**config.mk**
```make
export PLATFORM = sky130hd
export DESIGN_NAME = spi_req_arbiter
export DESIGN_NICKNAME = d
export VERILOG_FILES = /design/src/rtl/spi_req_arbiter.sv
export SDC_FILE = /design/constraint.sdc
export NUM_CORES = 1
export LEC_CHECK = 0
export ABC_AREA = 1
export CAP_MARGIN = 20
export CORE_MARGIN = 2
export CORE_UTILIZATION = 48
export CTS_CLUSTER_DIAMETER = 60
export CTS_CLUSTER_SIZE = 16
export DETAILED_ROUTE_END_ITERATION = 7
export PLACE_DENSITY = 0.91
export SLEW_MARGIN = 20
export SYNTH_ARGS = -nofsm -noshare
export SYNTH_HDL_FRONTEND = slang
export SYNTH_SLANG_ARGS = --single-unit
```
**constraint.sdc**
```tcl
create_clock -name user_clk -period 2.9 [get_ports user_clk]
set_clock_uncertainty 0.15 [all_clocks]
set_input_delay 0.58 -clock user_clk [delete_from_list [all_inputs] [get_ports user_clk]]
set_output_delay 0.58 -clock user_clk [all_outputs]
set_load 0.01 [all_outputs]
```
**src/rtl/spi_req_arbiter.sv**
```systemverilog
// Round-robin arbiter that serialises NREQ requesters onto a single SPI master.
// One transaction outstanding at a time; completion may be forced by a timeout.
module spi_req_arbiter #(
    parameter int unsigned NREQ    = 4,
    parameter int unsigned AWIDTH  = 16,
    parameter int unsigned DWIDTH  = 8,
    parameter logic [31:0] TIMEOUT = 32'd4096
) (
    input  logic                     user_clk,
    input  logic                     user_rst_n,
    input  logic [NREQ-1:0]          i_req,
    input  logic [NREQ-1:0]          i_rw,
    input  logic [NREQ*AWIDTH-1:0]   i_addr,
    input  logic [NREQ*DWIDTH-1:0]   i_wdata,
    output logic [NREQ-1:0]          o_ack,
    output logic [NREQ-1:0]          o_done,
    output logic [DWIDTH-1:0]        o_rd_data,
    output logic                     o_timeout,
    output logic                     o_busy,
    output logic                     o_spi_rd_evt,
    output logic                     o_spi_wr_evt,
    output logic [AWIDTH-1:0]        o_spi_addr,
    output logic [DWIDTH-1:0]        o_spi_wr_data,
    input  logic                     i_spi_done_evt,
    input  logic                     i_spi_rd_evt,
    input  logic [DWIDTH-1:0]        i_spi_rd_data
);

    localparam int unsigned OW = $clog2(NREQ);

    typedef enum logic [2:0] {IDLE, ISSUE, WAIT_DONE, WAIT_RD, COMPLETE} state_t;

    state_t              state_q, state_d;
    logic [OW-1:0]       owner_q, owner_d;
    logic [OW-1:0]       last_q, last_d;
    logic                rw_q, rw_d;
    logic                tmo_q, tmo_d;
    logic [31:0]         cnt_q, cnt_d;
    logic [NREQ-1:0]     ack_q, ack_d;
    logic [NREQ-1:0]     done_q, done_d;
    logic [DWIDTH-1:0]   rd_data_q, rd_data_d;
    logic                timeout_q, timeout_d;
    logic                busy_q, busy_d;
    logic                rd_evt_q, rd_evt_d;
    logic                wr_evt_q, wr_evt_d;
    logic [AWIDTH-1:0]   addr_q, addr_d;
    logic [DWIDTH-1:0]   wdata_q, wdata_d;

    logic                grant_found;
    logic [OW-1:0]       grant_idx;
    logic [AWIDTH-1:0]   addr_sel;
    logic [DWIDTH-1:0]   wdata_sel;
    logic [31:0]         cand;

    // Search starts one past the previous owner so every requester gets a turn.
    always_comb begin
        grant_found = 1'b0;
        grant_idx   = '0;
        cand        = '0;
        for (int unsigned i = 1; i <= NREQ; i++) begin
            cand = (32'(last_q) + i) % NREQ;
            if (!grant_found && i_req[OW'(cand)]) begin
                grant_found = 1'b1;
                grant_idx   = OW'(cand);
            end
        end
        addr_sel  = '0;
        wdata_sel = '0;
        for (int unsigned k = 0; k < NREQ; k++) begin
            if (grant_idx == OW'(k)) begin
                addr_sel  = i_addr[k*AWIDTH +: AWIDTH];
                wdata_sel = i_wdata[k*DWIDTH +: DWIDTH];
            end
        end
    end

    always_comb begin
        state_d   = state_q;
        owner_d   = owner_q;
        last_d    = last_q;
        rw_d      = rw_q;
        tmo_d     = tmo_q;
        cnt_d     = cnt_q;
        ack_d     = '0;
        done_d    = '0;
        timeout_d = 1'b0;
        rd_evt_d  = 1'b0;
        wr_evt_d  = 1'b0;
        rd_data_d = rd_data_q;
        addr_d    = addr_q;
        wdata_d   = wdata_q;

        case (state_q)
            IDLE: begin
                if (grant_found) begin
                    owner_d          = grant_idx;
                    rw_d             = i_rw[grant_idx];
                    addr_d           = addr_sel;
                    wdata_d          = wdata_sel;
                    tmo_d            = 1'b0;
                    ack_d[grant_idx] = 1'b1;
                    state_d          = ISSUE;
                end
            end
            ISSUE: begin
                rd_evt_d = rw_q;
                wr_evt_d = !rw_q;
                cnt_d    = '0;
                state_d  = WAIT_DONE;
            end
            WAIT_DONE: begin
                cnt_d = cnt_q + 32'd1;
                if (i_spi_done_evt) begin
                    if (!rw_q) begin
                        state_d = COMPLETE;
                    end else if (i_spi_rd_evt) begin
                        rd_data_d = i_spi_rd_data;
                        state_d   = COMPLETE;
                    end else begin
                        state_d = WAIT_RD;
                    end
                end else if (cnt_q == TIMEOUT - 32'd1) begin
                    tmo_d   = 1'b1;
                    state_d = COMPLETE;
                end
            end
            WAIT_RD: begin
                cnt_d = cnt_q + 32'd1;
                if (i_spi_rd_evt) begin
                    rd_data_d = i_spi_rd_data;
                    state_d   = COMPLETE;
                end else if (cnt_q == TIMEOUT - 32'd1) begin
                    tmo_d   = 1'b1;
                    state_d = COMPLETE;
                end
            end
            COMPLETE: begin
                last_d  = owner_q;
                state_d = IDLE;
            end
            default: state_d = IDLE;
        endcase

        // Done/timeout are registered on entry so they coincide with COMPLETE.
        if (state_d == COMPLETE && state_q != COMPLETE) begin
            done_d[owner_q] = 1'b1;
            timeout_d       = tmo_d;
        end
        busy_d = (state_d != IDLE);
    end

    always_ff @(posedge user_clk or negedge user_rst_n) begin
        if (!user_rst_n) begin
            state_q   <= IDLE;
            owner_q   <= '0;
            last_q    <= OW'(NREQ - 1);
            rw_q      <= 1'b0;
            tmo_q     <= 1'b0;
            cnt_q     <= '0;
            ack_q     <= '0;
            done_q    <= '0;
            rd_data_q <= '0;
            timeout_q <= 1'b0;
            busy_q    <= 1'b0;
            rd_evt_q  <= 1'b0;
            wr_evt_q  <= 1'b0;
            addr_q    <= '0;
            wdata_q   <= '0;
        end else begin
            state_q   <= state_d;
            owner_q   <= owner_d;
            last_q    <= last_d;
            rw_q      <= rw_d;
            tmo_q     <= tmo_d;
            cnt_q     <= cnt_d;
            ack_q     <= ack_d;
            done_q    <= done_d;
            rd_data_q <= rd_data_d;
            timeout_q <= timeout_d;
            busy_q    <= busy_d;
            rd_evt_q  <= rd_evt_d;
            wr_evt_q  <= wr_evt_d;
            addr_q    <= addr_d;
            wdata_q   <= wdata_d;
        end
    end

    assign o_ack         = ack_q;
    assign o_done        = done_q;
    assign o_rd_data     = rd_data_q;
    assign o_timeout     = timeout_q;
    assign o_busy        = busy_q;
    assign o_spi_rd_evt  = rd_evt_q;
    assign o_spi_wr_evt  = wr_evt_q;
    assign o_spi_addr    = addr_q;
    assign o_spi_wr_data = wdata_q;

endmodule

```
==> run metrics, run 1 <==
run status completed; wirelength, routed 15,000 um; I/O pin count 160; clock tree from TritonCTS yes; Worst Setup Start Kind register; area added between synthesis and finish 36.2%; post-CTS sizing 0; IO Port Bufs 159; slew of the pin with the lowest slew margin 0.566 ns; RSZ-0062 raised after global routing no; Worst setup EP type register; setup repair bufs after CTS 0; Post-Synth XOR/XNOR Area 0.0101; synthesized netlist net count 821; number of nets in the layout 967; Clock Root Buffer sky130_fd_sc_hd__clkbuf_8; ratio of cells with drive above 1 in the final layout 0.0842; die span in y 108 um; Routability Congestion 0.939; largest fanout on the critical path 34; number of nets still failing antenna checks after routing 0; global router's overall resource usage 0.264; number of inserted diodes 0; critical register-to-register path endpoint o_spi_addr[12]; netlist area before placement 0.00519 mm^2; TritonCTS sink count 85; multiplexer share of the synthesized area 0.0174; worst-case register-to-register setup slack 0.48 ns; compound-cell area share of the yosys netlist 0.0764; post-layout power 7.39 mW; starting DRC count in detailed routing 388; Seq/Total Area, Yosys 0.410; number of library cell types mapped by synthesis 44; highest clock frequency the design can meet 0.413 GHz; clock buffer count from CTS 9; count of state elements after synthesis 85; GRT overflow 0; class of the tightest hold or removal check input port to async pin; Post-synth EDFFs 0; most prevalent standard cell on the critical path sky130_fd_sc_hd__nand2_2; via count of the first global-routing pass 5,171; launch instance of the worst register-to-register path last_q[0]; final hold violations 0; number of levels in the clock H-tree 3; synthesized area per cell 7.37 um^2; data required time of the worst path 3.06 ns; proportion of synthesized flip-flops having asynchronous set or reset 1.00; normalized max-slew margin 0.623; clock insertion delay at the later pin of the skew report 0.37 ns; Std-Cell Rows 37; Max stage delay cell, worst path sky130_fd_sc_hd__dfstp_2; depth of the worst register-to-register path 13; adder-cell area share of the yosys netlist 0.00241; CTS clock-pin slew for the worst setup and hold paths 0.10 ns; main combinational cell family by area after synthesis simple AND/OR/NAND/NOR gates; detailed-placement wirelength estimate 11,100 um; post-layout utilization of the core 0.679; die width 108 um; count of max-cap constraint violations 0; global-route wire length before repair 24,400 um; area enclosed by the die boundary 0.0117 mm^2; Core Area 0.0104 mm^2; number of vias in the routed layout 5,502; total setup violations reported at the end of the flow 0; highest ir drop seen on vdd 0.000758 V; WP data arrival 2.58 ns; worst-case clock buffer depth 2; pin count of the biggest net entering global routing 54; Layout Cells excl Fill 991; number of vias per cell 5.55; total leakage power 2.97 nW; count of unresolved DRC violations after routing 0; final-layout setup total negative slack 0 ns; Placed Cells 975; DR pass1 iterations 5; post-route fraction of the period consumed by the critical path 0.835; number of antenna violations at the first check in global routing 0; yosys synthesis warning count 0; power density normalized to cell area 1050 mW/mm^2; Most used DFF post-synth sky130_fd_sc_hd__dfrtp_1; starting density of the core 0.498; number of instances in the synthesized netlist 704; # hold bufs at CTS 0; Slowest Stage Delay on Critical Path 0.67 ns; post-DR wirelength/cell 15.1 um; worst-path cell chain inv_4 -> nand2_1 -> nand2_2 -> nand2_2 -> nand2_2 -> nor2_4 -> nand3_1 -> nand2_2 -> buf_4 -> nand4_1 -> nand3_1 -> nor2_1 -> nor2_1; type of the worst setup path register to register; final max-slew violation count 0; fraction of the mapped netlist area in simple logic gates 0.394; shortest period the worst path allows 2.42 ns
## logic make-up after synthesis
logic type / count (synthesis)
and+or+nand+nor: 433
buffers and inverters: 102
DFF: 85
AOI/OAI and AO/OA: 69
muxes: 8
xor gates and xnor gates: 6
adders and majority gates: 1
## sequential cells by signal (all words and copies together) (netlist names)
| signal | flops |
|---|---|
| cnt_q | 32 |
| last_q | 2 |
| o_ack | 4 |
| o_busy | 1 |
| o_done | 4 |
| o_rd_data | 8 |
| o_spi_addr | 16 |
| o_spi_rd_evt | 1 |
| o_spi_wr_data | 8 |
| o_spi_wr_evt | 1 |
| o_timeout | 1 |
| owner_q | 2 |
| rw_q | 1 |
| state_q | 3 |
| tmo_q | 1 |
## routing by layer
metal,wire (um),track usage
met1,5760,0.321
met2,7620,0.456
met3,1110,0.0675
met5,0,0
met4,480,0.0916
## Yosys cell counts (2+ instances only)
cell type	n	area, um^2
sky130_fd_sc_hd__nand2_1	114	428
sky130_fd_sc_hd__inv_2	7	26.3
sky130_fd_sc_hd__nand2_4	2	22.5
sky130_fd_sc_hd__xor2_1	6	52.6
sky130_fd_sc_hd__a21oi_1	12	60.1
sky130_fd_sc_hd__dfrtp_1	83	2080
sky130_fd_sc_hd__a22oi_1	2	15.0
sky130_fd_sc_hd__buf_6	3	33.8
sky130_fd_sc_hd__inv_1	56	210
sky130_fd_sc_hd__nor2_1	118	443
sky130_fd_sc_hd__nand3_1	87	435
sky130_fd_sc_hd__buf_4	10	75.1
sky130_fd_sc_hd__nand2_2	12	75.1
sky130_fd_sc_hd__nand4_1	62	388
sky130_fd_sc_hd__nor4_1	8	50.1
sky130_fd_sc_hd__o21ai_0	35	175
sky130_fd_sc_hd__nor2_2	2	12.5
sky130_fd_sc_hd__o32ai_1	2	17.5
sky130_fd_sc_hd__o21ai_1	4	20.0
sky130_fd_sc_hd__mux2_2	8	90.1
sky130_fd_sc_hd__clkbuf_1	11	41.3
sky130_fd_sc_hd__buf_2	11	55.1
sky130_fd_sc_hd__nor3_1	20	100
sky130_fd_sc_hd__nand3_2	2	20.0
sky130_fd_sc_hd__inv_4	2	12.5
sky130_fd_sc_hd__o22ai_1	6	37.5
sky130_fd_sc_hd__dfstp_2	2	52.6
## worst max-delay path by stage
stage | from | end | slack, ns | depth (start not counted)
after floorplan | last_q[1] | o_spi_addr[0] | 0.84 | 15
after global placement | i_req[2] | o_spi_addr[10] | 0.24 | 13
after detailed placement | i_req[2] | o_spi_addr[0] | 0.16 | 13
final | last_q[0] | o_spi_addr[12] | 0.48 | 13
after global routing | cnt_q[0] | cnt_q[20] | 0.22 | 13
after CTS | last_q[0] | o_spi_addr[7] | 0.49 | 14
## worst max-delay path, delay by kind of cell (launching register included)
| family | cells | cell delay (ns) |
|---|---|---|
| DFF | 1 | 0.67 |
| buffers and inverters | 2 | 0.43 |
| and+or+nand+nor | 11 | 1.09 |
## metrics by stage
stage	hold slack [ns]	setup WS, ns	area, um^2
final	0.0494	0.478	7070
after global routing	0.0697	0.220	7070
after CTS	0.0558	0.493	7070
after detailed placement	0.328	0.159	6870
after global placement	0.318	0.241	6870
after floorplan	0.134	0.843	5190
## cell type report
| type | count | area (um^2) |
|---|---|---|
| clock buffers | 9 | 124 |
| clock inverters | 7 | 80.1 |
| fillers | 857 | 3340 |
| inverters | 65 | 249 |
| multi-input cells | 517 | 2600 |
| flip-flops and latches | 85 | 2130 |
| well taps | 136 | 170 |
| repair buffers | 172 | 1720 |
## cell usage in the layout, fill, tap and decap left out, types with 3 or more instances in the layout
| master | netlist | routed |
|---|---|---|
| sky130_fd_sc_hd__clkdlybuf4s50_1 | 0 | 158 |
| sky130_fd_sc_hd__nor2_1 | 118 | 118 |
| sky130_fd_sc_hd__nand2_1 | 114 | 114 |
| sky130_fd_sc_hd__nand3_1 | 87 | 87 |
| sky130_fd_sc_hd__dfrtp_1 | 83 | 83 |
| sky130_fd_sc_hd__nand4_1 | 62 | 62 |
| sky130_fd_sc_hd__inv_1 | 56 | 56 |
| sky130_fd_sc_hd__o21ai_0 | 35 | 35 |
| sky130_fd_sc_hd__nor3_1 | 20 | 20 |
| sky130_fd_sc_hd__nand2_2 | 12 | 12 |
| sky130_fd_sc_hd__a21oi_1 | 12 | 12 |
| sky130_fd_sc_hd__buf_4 | 10 | 11 |
| sky130_fd_sc_hd__clkbuf_8 | 0 | 9 |
| sky130_fd_sc_hd__nor4_1 | 8 | 8 |
| sky130_fd_sc_hd__mux2_2 | 8 | 8 |
| sky130_fd_sc_hd__inv_2 | 7 | 7 |
| sky130_fd_sc_hd__xor2_1 | 6 | 6 |
| sky130_fd_sc_hd__o22ai_1 | 6 | 6 |
| sky130_fd_sc_hd__o21ai_1 | 4 | 4 |
| sky130_fd_sc_hd__inv_6 | 0 | 3 |
| sky130_fd_sc_hd__buf_12 | 0 | 3 |
## power breakdown
part           switching, mW  internal [mW]  total (mW)
Clock                  0.470          0.412       0.882
Sequential             0.243           1.56        1.80
Combinational           2.89           1.82        4.71
Power figures use the tool's default switching activity.
==> run 2: changes to the inputs <==
- CORE_UTILIZATION: 48 -> 43
- PLACE_DENSITY: 0.91 -> 0.86
- clock period: 2.9 -> 2.1 ns (I/O delays scaled with it)
==> run 2 against run 1 <==
Net effect:
- the flow now finishes with violations (negative setup slack)
- wire length rose by 11%
- critical path depth rose by 3
- non-clock buffer count rose by 50
- critical endpoint is now o_spi_wr_data[5]
- largest power group unchanged
- fmax rose by 6.7%
- hold slack improved by 0.29 ns
- clock-buffer cell count did not move
- core utilization fell by 1.5 points
- sequential share of layout area fell by 3.2 points
- final cell count rose by 6.2%
- clock power rose by 87%
- register-to-register slack got worse by 0.65 ns
==> run metrics, run 2 (synthesis results as in run 1) <==
highest clock frequency the design can meet 0.441 GHz (was 0.413 GHz); die width 114 um (was 108 um); via count of the first global-routing pass 5,411 (was 5,171); register ranked first by flip-flop count cnt_q (unchanged); global router's overall resource usage 0.245 (was 0.264); DR pass1 iterations 7 (was 5); shortest period the worst path allows 2.27 ns (was 2.42 ns); CTS clock-pin slew for the worst setup and hold paths 0.07 ns (was 0.10 ns); global-route wire length before repair 25,500 um (was 24,400 um); pin count of the biggest net entering global routing 45 (was 54); area enclosed by the die boundary 0.0130 mm^2 (was 0.0117 mm^2); Worst setup EP type register (unchanged); launch instance of the worst register-to-register path last_q[0] (unchanged); worst path setup slack after routing -0.170 ns (was 0.478 ns); count of max-cap constraint violations 0 (unchanged); violated checks negative setup slack; count of unresolved DRC violations after routing 0 (unchanged); post-route fraction of the period consumed by the critical path 1.08 (was 0.835); final max-slew violation count 0 (unchanged); count of filler cells inserted in the layout 910 (was 857); clock buffer count from CTS 9 (unchanged); run status finished with violations (was completed); wirelength, routed 16,600 um (was 15,000 um); flip-flop count of the largest register, all copies and words added 32 (unchanged); post-layout power 12.6 mW (was 7.39 mW); number of levels in the clock H-tree 3 (unchanged); final hold violations 0 (unchanged); Routability Congestion 0.947 (was 0.939); placed standard-cell area 0.00719 mm^2 (was 0.00687 mm^2); number of vias per cell 5.57 (was 5.55); worst-case register-to-register setup slack -0.17 ns (was 0.48 ns); IO Port Bufs 159 (unchanged); RSZ-0062 raised after global routing yes (was no); GRT overflow 0 (unchanged); highest ir drop seen on vdd 0.00133 V (was 0.000758 V); total non-filler cell area in the finished layout 0.00791 mm^2 (was 0.00707 mm^2); number of vias in the routed layout 5,863 (was 5,502); starting density of the core 0.436 (was 0.498); Post-Route Hold Slack 0.341 ns (was 0.0494 ns); normalized max-slew margin 0.754 (was 0.623); total leakage power 3.37 nW (was 2.97 nW); clock insertion delay at the later pin of the skew report 0.34 ns (was 0.37 ns); Clock Root Buffer sky130_fd_sc_hd__clkbuf_16 (was sky130_fd_sc_hd__clkbuf_8); minimum setup slack after placement -0.364 ns (was 0.159 ns); number of nets in the layout 1,017 (was 967); I/O pin count 160 (unchanged); post-layout utilization of the core 0.664 (was 0.679); clock tree from TritonCTS yes (unchanged); number of inserted diodes 0 (unchanged); number of nets still failing antenna checks after routing 0 (unchanged); detailed-placement wirelength estimate 11,400 um (was 11,100 um); area added between synthesis and finish 52.4% (was 36.2%); Std-Cell Rows 40 (was 37); critical register-to-register path endpoint o_spi_wr_data[5] (was o_spi_addr[12]); data required time of the worst path 2.19 ns (was 3.06 ns); depth of the worst register-to-register path 16 (was 13); ratio of cells with drive above 1 in the final layout 0.173 (was 0.0842); starting DRC count in detailed routing 470 (was 388); slew of the pin with the lowest slew margin 0.368 ns (was 0.566 ns); power density normalized to cell area 1590 mW/mm^2 (was 1050 mW/mm^2); Core Area 0.0119 mm^2 (was 0.0104 mm^2); post-DR wirelength/cell 15.8 um (was 15.1 um); commonest non-fill, non-tap cell in the layout sky130_fd_sc_hd__clkdlybuf4s50_1 (unchanged); die span in y 114 um (was 108 um); largest fanout on the critical path 10 (was 34); TritonCTS sink count 85 (unchanged); worst-case clock buffer depth 2 (unchanged); Worst Setup Start Kind register (unchanged); WP data arrival 2.36 ns (was 2.58 ns); total setup violations reported at the end of the flow 32 (was 0); number of antenna violations at the first check in global routing 0 (unchanged); type of the worst setup path register to register (unchanged); most used cells in the layout excluding fill and tap cells sky130_fd_sc_hd__clkdlybuf4s50_1, sky130_fd_sc_hd__nor2_1, sky130_fd_sc_hd__nand2_1 (unchanged); class of the tightest hold or removal check input port to async pin (unchanged)
## run 2: metal layers
| metal | global-route usage | vias to the layer above | share of wire |
|---|---|---|---|
| met2 | 0.426 | 305 | 0.51 |
| li1 | - | 2788 | - |
| met5 | 0 | - | 0 |
| met4 | 0.0959 | 0 | 0.032 |
| met1 | 0.297 | 2727 | 0.38 |
| met3 | 0.0515 | 43 | 0.076 |
## run 2: metrics by stage
stage	setup TNS (ns)	std cells
2_1_floorplan	0	704
3_3_place_gp	-8.58	1017
3_5_place_dp	-9.39	1017
4_1_cts	-1.79	1042
5_1_grt	-8.14	1052
6_report	-3.38	1052
## run 2: final cells by class
type	count	area, um^2	share of cell area
tap	147	184	0.0233
multi-input combinational	517	2770	0.350
timing repair buffer	222	2270	0.287
sequential	85	2130	0.269
inverter	65	251	0.0318
clock buffer	9	225	0.0285
clock inverter	7	82.6	0.0104
## run 2: critical path, cell delays in order, from the launching register on
cell                      delay, ns
sky130_fd_sc_hd__dfstp_2       0.60
sky130_fd_sc_hd__buf_6         0.12
sky130_fd_sc_hd__nand2_1       0.06
sky130_fd_sc_hd__nand2_2       0.10
sky130_fd_sc_hd__nand2_2       0.06
sky130_fd_sc_hd__nand2_2       0.08
sky130_fd_sc_hd__nand2_2       0.07
sky130_fd_sc_hd__nand2_2       0.05
sky130_fd_sc_hd__nand2_1       0.04
sky130_fd_sc_hd__nand2_1       0.07
sky130_fd_sc_hd__nand2_2       0.09
sky130_fd_sc_hd__buf_6         0.16
sky130_fd_sc_hd__buf_12        0.14
sky130_fd_sc_hd__nand4_1       0.13
sky130_fd_sc_hd__nand3_2       0.08
sky130_fd_sc_hd__nor2_2        0.10
sky130_fd_sc_hd__nor2_1        0.05
## run 2: what timing repair did
action                                  CTS  global route
hold endpoints to repair                 17             0
gates cloned                              2             2
buffers inserted                          6             9
gates resized for setup                  13            45
hold buffers                              1             0
pin swaps                                 1            19
endpoints found under the setup margin   30            49
## run 2: worst max path at each step
stage,startpoint,end,slack [ns],cells after the start
after detailed placement,i_req[2],o_spi_addr[11],-0.36,14
final,last_q[0],o_spi_wr_data[5],-0.17,16
after global routing,last_q[0],o_spi_addr[13],-0.30,16
after global placement,i_req[2],o_spi_addr[11],-0.34,14
after floorplan,last_q[1],o_spi_addr[0],0.04,15
after CTS,last_q[0],o_spi_addr[11],-0.11,16
## run 2: where the power goes
| group | leakage, nW | total [mW] | switching (mW) | internal (mW) |
|---|---|---|---|---|
| Combinational | 2.15 | 8.44 | 4.59 | 3.84 |
| Sequential | 1.08 | 2.48 | 0.326 | 2.16 |
| Clock | 0.145 | 1.65 | 0.713 | 0.941 |
| Total | 3.37 | 12.6 | 5.63 | 6.94 |
